==> src/rtl/polar_to_cartesian_pkg.sv <==
// polar_to_cartesian_pkg: shared state encoding, Q0.8 trig table and angle-index limits
package polar_to_cartesian_pkg;
  typedef enum logic [1:0] {IDLE, MULT, FINISH} state_t;
  localparam logic [3:0] N_MAX = 4'd12;
  localparam logic [3:0] N_FOLD = 4'd6;
  localparam logic [6:0][8:0] COEF_TAB = {9'd256, 9'd247, 9'd222, 9'd181, 9'd128, 9'd66, 9'd0};
endpackage

==> src/rtl/trig_coef_lut.sv <==
// trig_coef_lut: folds angle index n into 0..90 degrees and returns sin/cos Q0.8 coefficients
module trig_coef_lut
  import polar_to_cartesian_pkg::*;
#(
  parameter int COEF_W = 9
) (
  input  logic [3:0]        n_i,
  output logic [COEF_W-1:0] sin_coef_o,
  output logic [COEF_W-1:0] cos_coef_o,
  output logic              x_neg_o,
  output logic              illegal_o
);
  logic [2:0] fold;
  // angles past 90 degrees mirror about 90: sin keeps sign, cos flips
  always_comb begin
    illegal_o = n_i > N_MAX;
    x_neg_o = !illegal_o && n_i > N_FOLD;
    fold = x_neg_o ? 3'(N_MAX - n_i) : n_i[2:0];
    sin_coef_o = illegal_o ? '0 : COEF_W'(COEF_TAB[fold]);
    cos_coef_o = illegal_o ? '0 : COEF_W'(COEF_TAB[3'(3'd6 - fold)]);
  end
endmodule

==> src/rtl/polar_to_cartesian.sv <==
// polar_to_cartesian: serial shift-add conversion of (r, 15*n degrees) to signed x/y
module polar_to_cartesian
  import polar_to_cartesian_pkg::*;
#(
  parameter int COEF_W = 9
) (
  input  logic        clock,
  input  logic        reset,
  input  logic        start,
  input  logic [11:0] r_theta,
  output logic        busy,
  output logic        done,
  output logic [11:0] x,
  output logic [11:0] y,
  output logic        error
);
  localparam int ACC_W = 8 + COEF_W;
  localparam int CNT_W = $clog2(COEF_W + 1);
  state_t state_q, state_d;
  logic [CNT_W-1:0] cnt_q;
  logic [7:0] r_q;
  logic [3:0] n_q;
  logic [ACC_W-1:0] acc_s_q, acc_c_q, r_sh;
  logic [11:0] x_q, y_q, x_d, y_d;
  logic err_q, done_q;
  logic [COEF_W-1:0] sin_coef, cos_coef;
  logic x_neg, illegal;
  logic [7:0] mag_s, mag_c;
  logic last;

  trig_coef_lut #(.COEF_W(COEF_W)) u_lut (
    .n_i       (n_q),
    .sin_coef_o(sin_coef),
    .cos_coef_o(cos_coef),
    .x_neg_o   (x_neg),
    .illegal_o (illegal)
  );

  // state register
  always_ff @(posedge clock or posedge reset)
    if (reset) state_q <= IDLE;
    else state_q <= state_d;

  // next state: one accept cycle, COEF_W multiply cycles, one finish cycle
  always_comb begin
    last = cnt_q == CNT_W'(COEF_W - 1);
    state_d = state_q == IDLE ? (start ? MULT : IDLE) :
              state_q == MULT ? (last ? FINISH : MULT) : IDLE;
  end

  // magnitudes are product >> 8; the largest product 255*256 still fits in 8 bits after the shift
  always_comb begin
    r_sh = ACC_W'(r_q) << cnt_q;
    mag_s = 8'(acc_s_q >> 8);
    mag_c = 8'(acc_c_q >> 8);
    x_d = illegal ? '0 : x_neg ? -{4'd0, mag_c} : {4'd0, mag_c};
    y_d = illegal ? '0 : {4'd0, mag_s};
  end

  // capture request, accumulate one coefficient bit per cycle, then register results
  always_ff @(posedge clock or posedge reset)
    if (reset) begin
      cnt_q <= '0;
      r_q <= '0;
      n_q <= '0;
      acc_s_q <= '0;
      acc_c_q <= '0;
      x_q <= '0;
      y_q <= '0;
      err_q <= 1'b0;
      done_q <= 1'b0;
    end else begin
      done_q <= state_q == FINISH;
      if (state_q == IDLE && start) begin
        r_q <= r_theta[7:0];
        n_q <= r_theta[11:8];
        cnt_q <= '0;
        acc_s_q <= '0;
        acc_c_q <= '0;
      end else if (state_q == MULT) begin
        cnt_q <= cnt_q + 1'b1;
        acc_s_q <= acc_s_q + (sin_coef[cnt_q] ? r_sh : '0);
        acc_c_q <= acc_c_q + (cos_coef[cnt_q] ? r_sh : '0);
      end
      if (state_q == FINISH) begin
        x_q <= x_d;
        y_q <= y_d;
        err_q <= illegal;
      end
    end

  // outputs
  always_comb begin
    busy = state_q != IDLE;
    done = done_q;
    x = x_q;
    y = y_q;
    error = err_q;
  end
endmodule

==> config.mk <==
export PLATFORM = sky130hd
export DESIGN_NAME = polar_to_cartesian
export DESIGN_NICKNAME = d
export VERILOG_FILES = /design/src/rtl/polar_to_cartesian_pkg.sv /design/src/rtl/trig_coef_lut.sv /design/src/rtl/polar_to_cartesian.sv
export SDC_FILE = /design/constraint.sdc
export NUM_CORES = 1
export LEC_CHECK = 0
export CAP_MARGIN = 10
export CELL_PAD_IN_SITES_DETAIL_PLACEMENT = 0
export CELL_PAD_IN_SITES_GLOBAL_PLACEMENT = 1
export CORE_ASPECT_RATIO = 0.9
export CORE_MARGIN = 1.5
export CORE_UTILIZATION = 40
export DETAILED_ROUTE_END_ITERATION = 10
export GPL_TIMING_DRIVEN = 0
export PLACE_DENSITY = 0.78
export SLEW_MARGIN = 20
export SYNTH_ARGS = -nofsm -noshare
export SYNTH_HDL_FRONTEND = slang
export SYNTH_SLANG_ARGS = --single-unit
==> constraint.sdc <==
create_clock -name clock -period 14.8 [get_ports clock]
set_clock_uncertainty 0.1 [all_clocks]
set_input_delay 2.96 -clock clock [delete_from_list [all_inputs] [get_ports clock]]
set_output_delay 2.96 -clock clock [all_outputs]
set_load 0.02 [all_outputs]
Yosys cells after proc, flatten, opt, wreduce, memory -nomap -nowiden. Memory sizes are Yosys's and may differ from the RTL's. Cells that the tools add are included.

Latch bits: 0. Input bits: 15. Flip-flop bits (word level): 78. Memories kept: 2. RAM bits: 0. Bits in read-only memories: 144. Logic and storage cells: 57.

Memories: (name not given) (words 8, bits a word 9, rd ports 1, clocked after memory_dff 0, write ports 0, RTL line trig_coef_lut.sv:19) `sin_coef_o = illegal_o ? '0 : COEF_W'(COEF_TAB[fold]);`; (name not given) (words 8, bits a word 9, rd ports 1, clocked after memory_dff 0, write ports 0, RTL line trig_coef_lut.sv:20) `cos_coef_o = illegal_o ? '0 : COEF_W'(COEF_TAB[3'(3'd6 - fold)]);`.

Shifts and indexed selects: 1. Mux-type cells: 24. Multipliers: 0. Divide/modulo/power cells: 0. Order comparisons: 5. Add/sub/neg operators: 6. Reductions and logical operators: 6. Bitwise operators: 0. Equal/unequal tests: 3.

Operators with widths (count): $mux 17 (6); $mux 9 (4); $add 17x17->17 (2); $mux 12 (2); $shl 8x4->17 (1); $neg 8->12 (1); $bmux 1 s4 (2); $lt 3x4->1 const B (2); $mux 4 (2); $mux 8 (1); $mux 2 (3); $sub 3x3->3 const A (2); $lt 4x5->1 const B (1); $add 4x1->4 const B (1); $eq 4x4->1 const B (1); $gt 4x3->1 const B (1); $gt 4x4->1 const B (1); $reduce_bool 2->1 (2); $mux 1 (3); $mux 3 (1); $eq 2x1->1 const B (1); $eq 2x2->1 const B (1); $logic_and 1x1->1 (2); $logic_not 2->1 (1); $logic_not 1->1 (1).

Depth between registers and ports, before layout.
Word-level depth: 14. Gate-level depth with buffers: 23. Mapped depth without buffers: 22.

By module. Synthesis repeated with hierarchy kept, for this count alone.

Cell total of the unflattened synthesis: 666. Area, all modules: 5640.4 µm².

By module, submodules not included: polar_to_cartesian (instances 1, cells an instance 577, area each 5034.8 µm², seq. area each 1801.7 µm²); trig_coef_lut (instances 1, cells an instance 89, area each 605.6 µm², seq. area each 0.0 µm²).

Worst setup path after synthesis. No wires, ideal clock.

Path kind: flip-flop to flip-flop. From: reg n_q[0]. To: reg acc_c_q[14]. Stages on the path, launching flop included: 24. Setup time: 131 ps. Buffers on the path: 1. Slack: 9994 ps. Data arrival time: 4575 ps. Cell sequence: dfrtp_1 clkbuf_1 inv_1 ha_1 nand2b_1 a21oi_2 o211ai_2 xnor2_1 ha_1 a31oi_1 o21ai_1 a31oi_4 nor2_1 ha_1 fa_1 a21o_1 a21oi_1 nor2b_1 o21a_1 o41ai_2 o211ai_1 a31oi_1 xor2_1 o21ai_1.

Cells in the longest elaborated chain, start to end: 14. Elaborated cells on any way between the ends: 16.

Ends and longest elaborated chain: start: declaration (RTL line polar_to_cartesian.sv:22) `logic [3:0] n_q;`; start signal: assignment (RTL line polar_to_cartesian.sv:76) `n_q <= r_theta[11:8];`; $gt 4x4->1 (RTL line trig_coef_lut.sv:16) `illegal_o = n_i > N_MAX;`; $logic_not 1->1 (RTL line trig_coef_lut.sv:17) `x_neg_o = !illegal_o && n_i > N_FOLD;`; $logic_and 1x1->1 (RTL line trig_coef_lut.sv:17); $mux 3 (RTL line trig_coef_lut.sv:18) `fold = x_neg_o ? 3'(N_MAX - n_i) : n_i[2:0];`; $sub 3x3->3 (RTL line trig_coef_lut.sv:20); $mem_v2 8x9; $mux 9 (not written as such) (RTL line trig_coef_lut.sv:20); $mux 9 (*) (RTL line trig_coef_lut.sv:20); $bmux 1 s4 (*) (RTL line polar_to_cartesian.sv:83) `acc_c_q <= acc_c_q + (cos_coef[cnt_q] ? r_sh : '0);`; $mux 1 (not written as such) (*) (RTL line polar_to_cartesian.sv:83); $mux 17 (*) (RTL line polar_to_cartesian.sv:83); $add 17x17->17 (*) (RTL line polar_to_cartesian.sv:83); $mux 17 (*) (RTL line polar_to_cartesian.sv:80) `end else if (state_q == MULT) begin`; $mux 17 (*) (RTL line polar_to_cartesian.sv:74) `if (state_q == IDLE && start) begin`; end signal: assignment (RTL line polar_to_cartesian.sv:83); end: declaration (RTL line polar_to_cartesian.sv:23) `logic [ACC_W-1:0] acc_s_q, acc_c_q, r_sh;`.

Every way passes the cells marked *; elsewhere a longest branch is shown, timed or not. The select of a mux whose other input is x is not followed. A chain may end at the register's enable or synchronous reset.

Worst setup path after layout. Ends and elaborated chain as after synthesis.

==> key figures <==
Floorplan
  – Die area: 0.01367 mm²
  – Num ports: 42
  – Chip Width: 123.1 µm
  – FP Rows: 39
  – Initial Util: 40.92%
  – Core footprint: 0.01269 mm²
  – Die Ht: 111.1 µm

Detailed routing
  – Drt first pass iters: 7
  – Detailed-route DRC error count: 0
  – DRT iter0 DRCs: 287
  – Routed WL: 13.07 mm
  – Via/cell ratio: 5.477
  – WL/cell: 15.75 µm
  – Final antenna-violating net count: 0
  – Via count: ~4500

Worst setup path
  – Setup crit start kind: flip-flop
  – Buf+Inv Stages, Crit Path: 2
  – Slowest cell delay on critical path: 480 ps
  – Crit. End Element: flip-flop
  – Crit path required time: around 15000 ps
  – Family with the most delay on the worst path: compound AO/OA/AOI/OAI gates
  – Critical path cell sequence: clkbuf_1, inv_1, ha_1, nand2b_1, a21oi_2, o211ai_2, xnor2_1, ha_1, a31oi_1, o21ai_1, a31oi_4, nor2_1, ha_1, fa_1, a21o_1, a21oi_1, nor2b_1, o21a_1, o41ai_2, o211ai_1, a31oi_1, xor2_1, o21ai_1
  – Slowest-stage cell, CP: o41ai_2
  – Crit path max fanout: 10
  – Flop2flop setup slack: 9160 ps
  – Critical path type: reg -> reg
  – Worst path most repeated cell: ha_1
  – Critical path arrival: about 5800 ps

GRT
  – Global route overflow: 0
  – Vias in the first global route: approximately 4400
  – First-pass GRT wire length: between 20 and 25 mm
  – Total track usage: 20.87%
  – Initial antenna violation count: 0
  – Largest net degree at the start of global routing: 50

CTS
  – Num CTS Buffers: 9
  – H-tree Lvls: 3
  – CTS resizes: 0
  – Clock sink total: 72
  – Worst-skew pair later-pin latency: 350 ps
  – Hold Buf Count CTS: 0
  – Root buf cell: clkbuf_16
  – Max Root-Sink Buffers: 2
  – CTS tree: yes
  – Buffer count from post-CTS setup fixing: 0
  – Clock slew at reported path FFs: roughly 50 ps

Finish
  – Diode count: 0
  – Non-Filler Instances: 830
  – Layout fillers: 1256
  – Multi-input gate area: 0.003164 mm²
  – Seq. cell area: 0.001802 mm²
  – Final Instance Area: around 0.0061 mm²
  – Core Util, Final: 47.89%
  – Area delta synth->final: 17.04%
  – Nets: 716
  – Share of cells above drive strength 1: 8.559%

Power and ir drop
  – Sequential Power Share: 21.9%
  – VDD IR max: 97.01 µV
  – Switching power: ~0.00074 W
  – Int Pwr: 0.0008240 W
  – Cell Pwr Density: 258.0 mW/mm²
  – Clk pwr share: 13.0%
  – Static Leakage: 2.652 nW
  – Logic gate share of total power: 65.1%
  – Switching share of power: 47.44%

Synthesis
  – Register bit total from synthesis: 72
  – Seq/Total Area, Yosys: 34.71%
  – Syn Inst Count: 610
  – Warnings, synthesis: 0
  – Mapped Area: ~0.0052 mm²
  – Syn avg cell area: 8.510 µm²
  – Count of unique library cells instantiated by Yosys: 69
  – Synth Flop Type: dfrtp_1
  – Post-synth EDFFs: 0
  – Ys async rst share: between 90% and 100%

Timing
  – Max-slew violations: 0
  – Period Utilization, post-route: 38.14%
  – Slew @ Worst Pin: 751.2 ps
  – Fmax: 177.2 MHz
  – Setup Viol. Count Final: 0
  – PnR worst setup slack: 9156 ps
  – RSZ-0062 raised after global routing: no
  – Rel. slew slack: 49.68%
  – Final setup TNS: 0 ps
  – Minimum clock period: 5644 ps
  – Final hold vios: 0

Run
  – # Max-Cap Violations: 0

Place
  – Placed instance area: 0.005808 mm²
  – Post-DP HPWL: 9.845 mm
  – RePlAce Congestion: roughly 0.9
  – Pre-CTS setup slack: 9213 ps
  – I/O Buffers: 37
  – DP Cell Count: 815

Run status
  – Outcome: complete, no violations

Worst hold path
  – Hold WC Path Type: reg -> reg
==> worst register-to-register path: stages, from the launching register on <==
cell      delay, ps
dfrtp_1         360
clkbuf_1        370
inv_1           170
ha_1            280
nand2b_1        180
a21oi_2         200
o211ai_2        140
xnor2_1         250
ha_1            260
a31oi_1         160
o21ai_1         130
a31oi_4         350
nor2_1          100
ha_1            220
fa_1            410
a21o_1          190
a21oi_1         230
nor2b_1          70
o21a_1          200
o41ai_2         480
o211ai_1        200
a31oi_1         230
xor2_1          160
o21ai_1          70
==> final cells by class <==
class | count | share of cell area, %
Buffer | 32 | 2.595
Inverter | 21 | 1.339
Tap cell | 164 | 3.377
Sequential cell | 72 | 29.65
Multi-Input combinational cell | 488 | 52.08
Clock buffer | 15 | 4.407
Timing Repair Buffer | 38 | 6.549
==> path summary, 6_finish.rpt <==
check,start,end,depth (start not counted)
max in group asynchronous,reset,acc_s_q[13]$_DFFE_PP0P_,3
worst max register to register,n_q[0]$_DFFE_PP0P_,acc_c_q[14]$_DFFE_PP0P_,23
worst min register to register,x[10]$_DFFE_PP0P_,x[10]$_DFFE_PP0P_,2
worst max-delay path,n_q[0]$_DFFE_PP0P_,acc_c_q[14]$_DFFE_PP0P_,23
min in group asynchronous,reset,cnt_q[1]$_DFFE_PP0P_,2
worst min-delay path,x[10]$_DFFE_PP0P_,x[10]$_DFFE_PP0P_,2
==> layer usage <==
metal / GRT usage, % / share of wire (%) / vias up
li1: - / - / 2243
met1: 28.34 / 48 / 2183
met4: 5.594 / 1.7 / 0
met2: 33.11 / 47 / 102
met3: 5.093 / 4.2 / 18
met5: 0 / 0 / -
==> power groups by stage <==
stage | registers [W] | logic, W | clock network (W)
2_1_floorplan | 0.000349 | 0.000761 | 0
3_3_place_gp | 0.000344 | 0.000993 | 0
3_5_place_dp | 0.000347 | 0.00101 | 0
4_1_cts | 0.000344 | 0.00102 | 0.000207
5_1_grt | 0.000356 | 0.00114 | 0.000217
6_report | 0.000344 | 0.00102 | 0.000204
==> synth_stat cells (5+ instances only) <==
master / count / area [µm²]
a21o_1: 6 / 45.04
a21oi_1: 31 / 155.2
a31oi_1: 10 / 62.56
and2_1: 5 / 31.28
buf_2: 6 / 30.03
clkbuf_1: 17 / 63.81
dfrtp_1: 72 / 1802
ha_1: 37 / 462.9
inv_1: 18 / 67.56
mux2_2: 12 / 135.1
mux2i_1: 9 / 90.09
nand2_1: 102 / 382.9
nand2b_1: 6 / 37.54
nand3_1: 7 / 35.03
nor2_1: 59 / 221.5
nor2b_1: 10 / 62.56
nor3_1: 17 / 85.08
o211ai_1: 5 / 37.54
o21a_1: 5 / 37.54
o21ai_0: 40 / 200.2
o21ai_1: 14 / 70.07
o22ai_1: 14 / 87.58
xnor2_1: 15 / 131.4
xor2_1: 20 / 175.2
==> placed cells by master, fill, tap and decap left out, types with 6 or more instances in the layout <==
cell type        count
dfrtp_1             72
a31oi_1             10
clkbuf_1            21
xnor2_1             15
o21ai_0             40
clkbuf_16            9
ha_1                37
xor2_1              20
nor2_1              59
o22ai_1             14
mux2i_1              9
clkdlybuf4s50_1     37
nor2b_1             10
inv_1               17
nand3_1              7
nand2_1            102
nor3_1              17
o21ai_1             14
a21oi_1             31
buf_2                6
mux2_2              12
nand2b_1             6
a21o_1               6
==> sequential cells by signal (all words and copies together), names as in the netlist, 2 cells and up <==
name / count
acc_c_q: 16
acc_s_q: 16
cnt_q: 4
n_q: 4
r_q: 8
state_q: 2
x: 12
y: 8
==> cells by family after synthesis <==
| group | count (synthesis) | share of synthesized area (%) |
|---|---|---|
| simple gates | 227 | 19.64 |
| mux | 25 | 5.568 |
| fa+ha+maj | 39 | 9.689 |
| other cells | 1 | 0.07224 |
| buf+inv | 53 | 4.555 |
| xor+xnor | 35 | 5.905 |
| flops | 72 | 34.71 |
| compound gates | 158 | 19.86 |
==> stage by stage <==
stage	hold slack (ps)	total power, W
floorplan	356.3	0.001110
CTS	380.6	0.001570
global placement	357.1	0.001337
global route	397.2	0.001714
detailed placement	367.0	0.001358
finish	371.7	0.001568
Note: power is estimated with default switching activity, not from simulation.
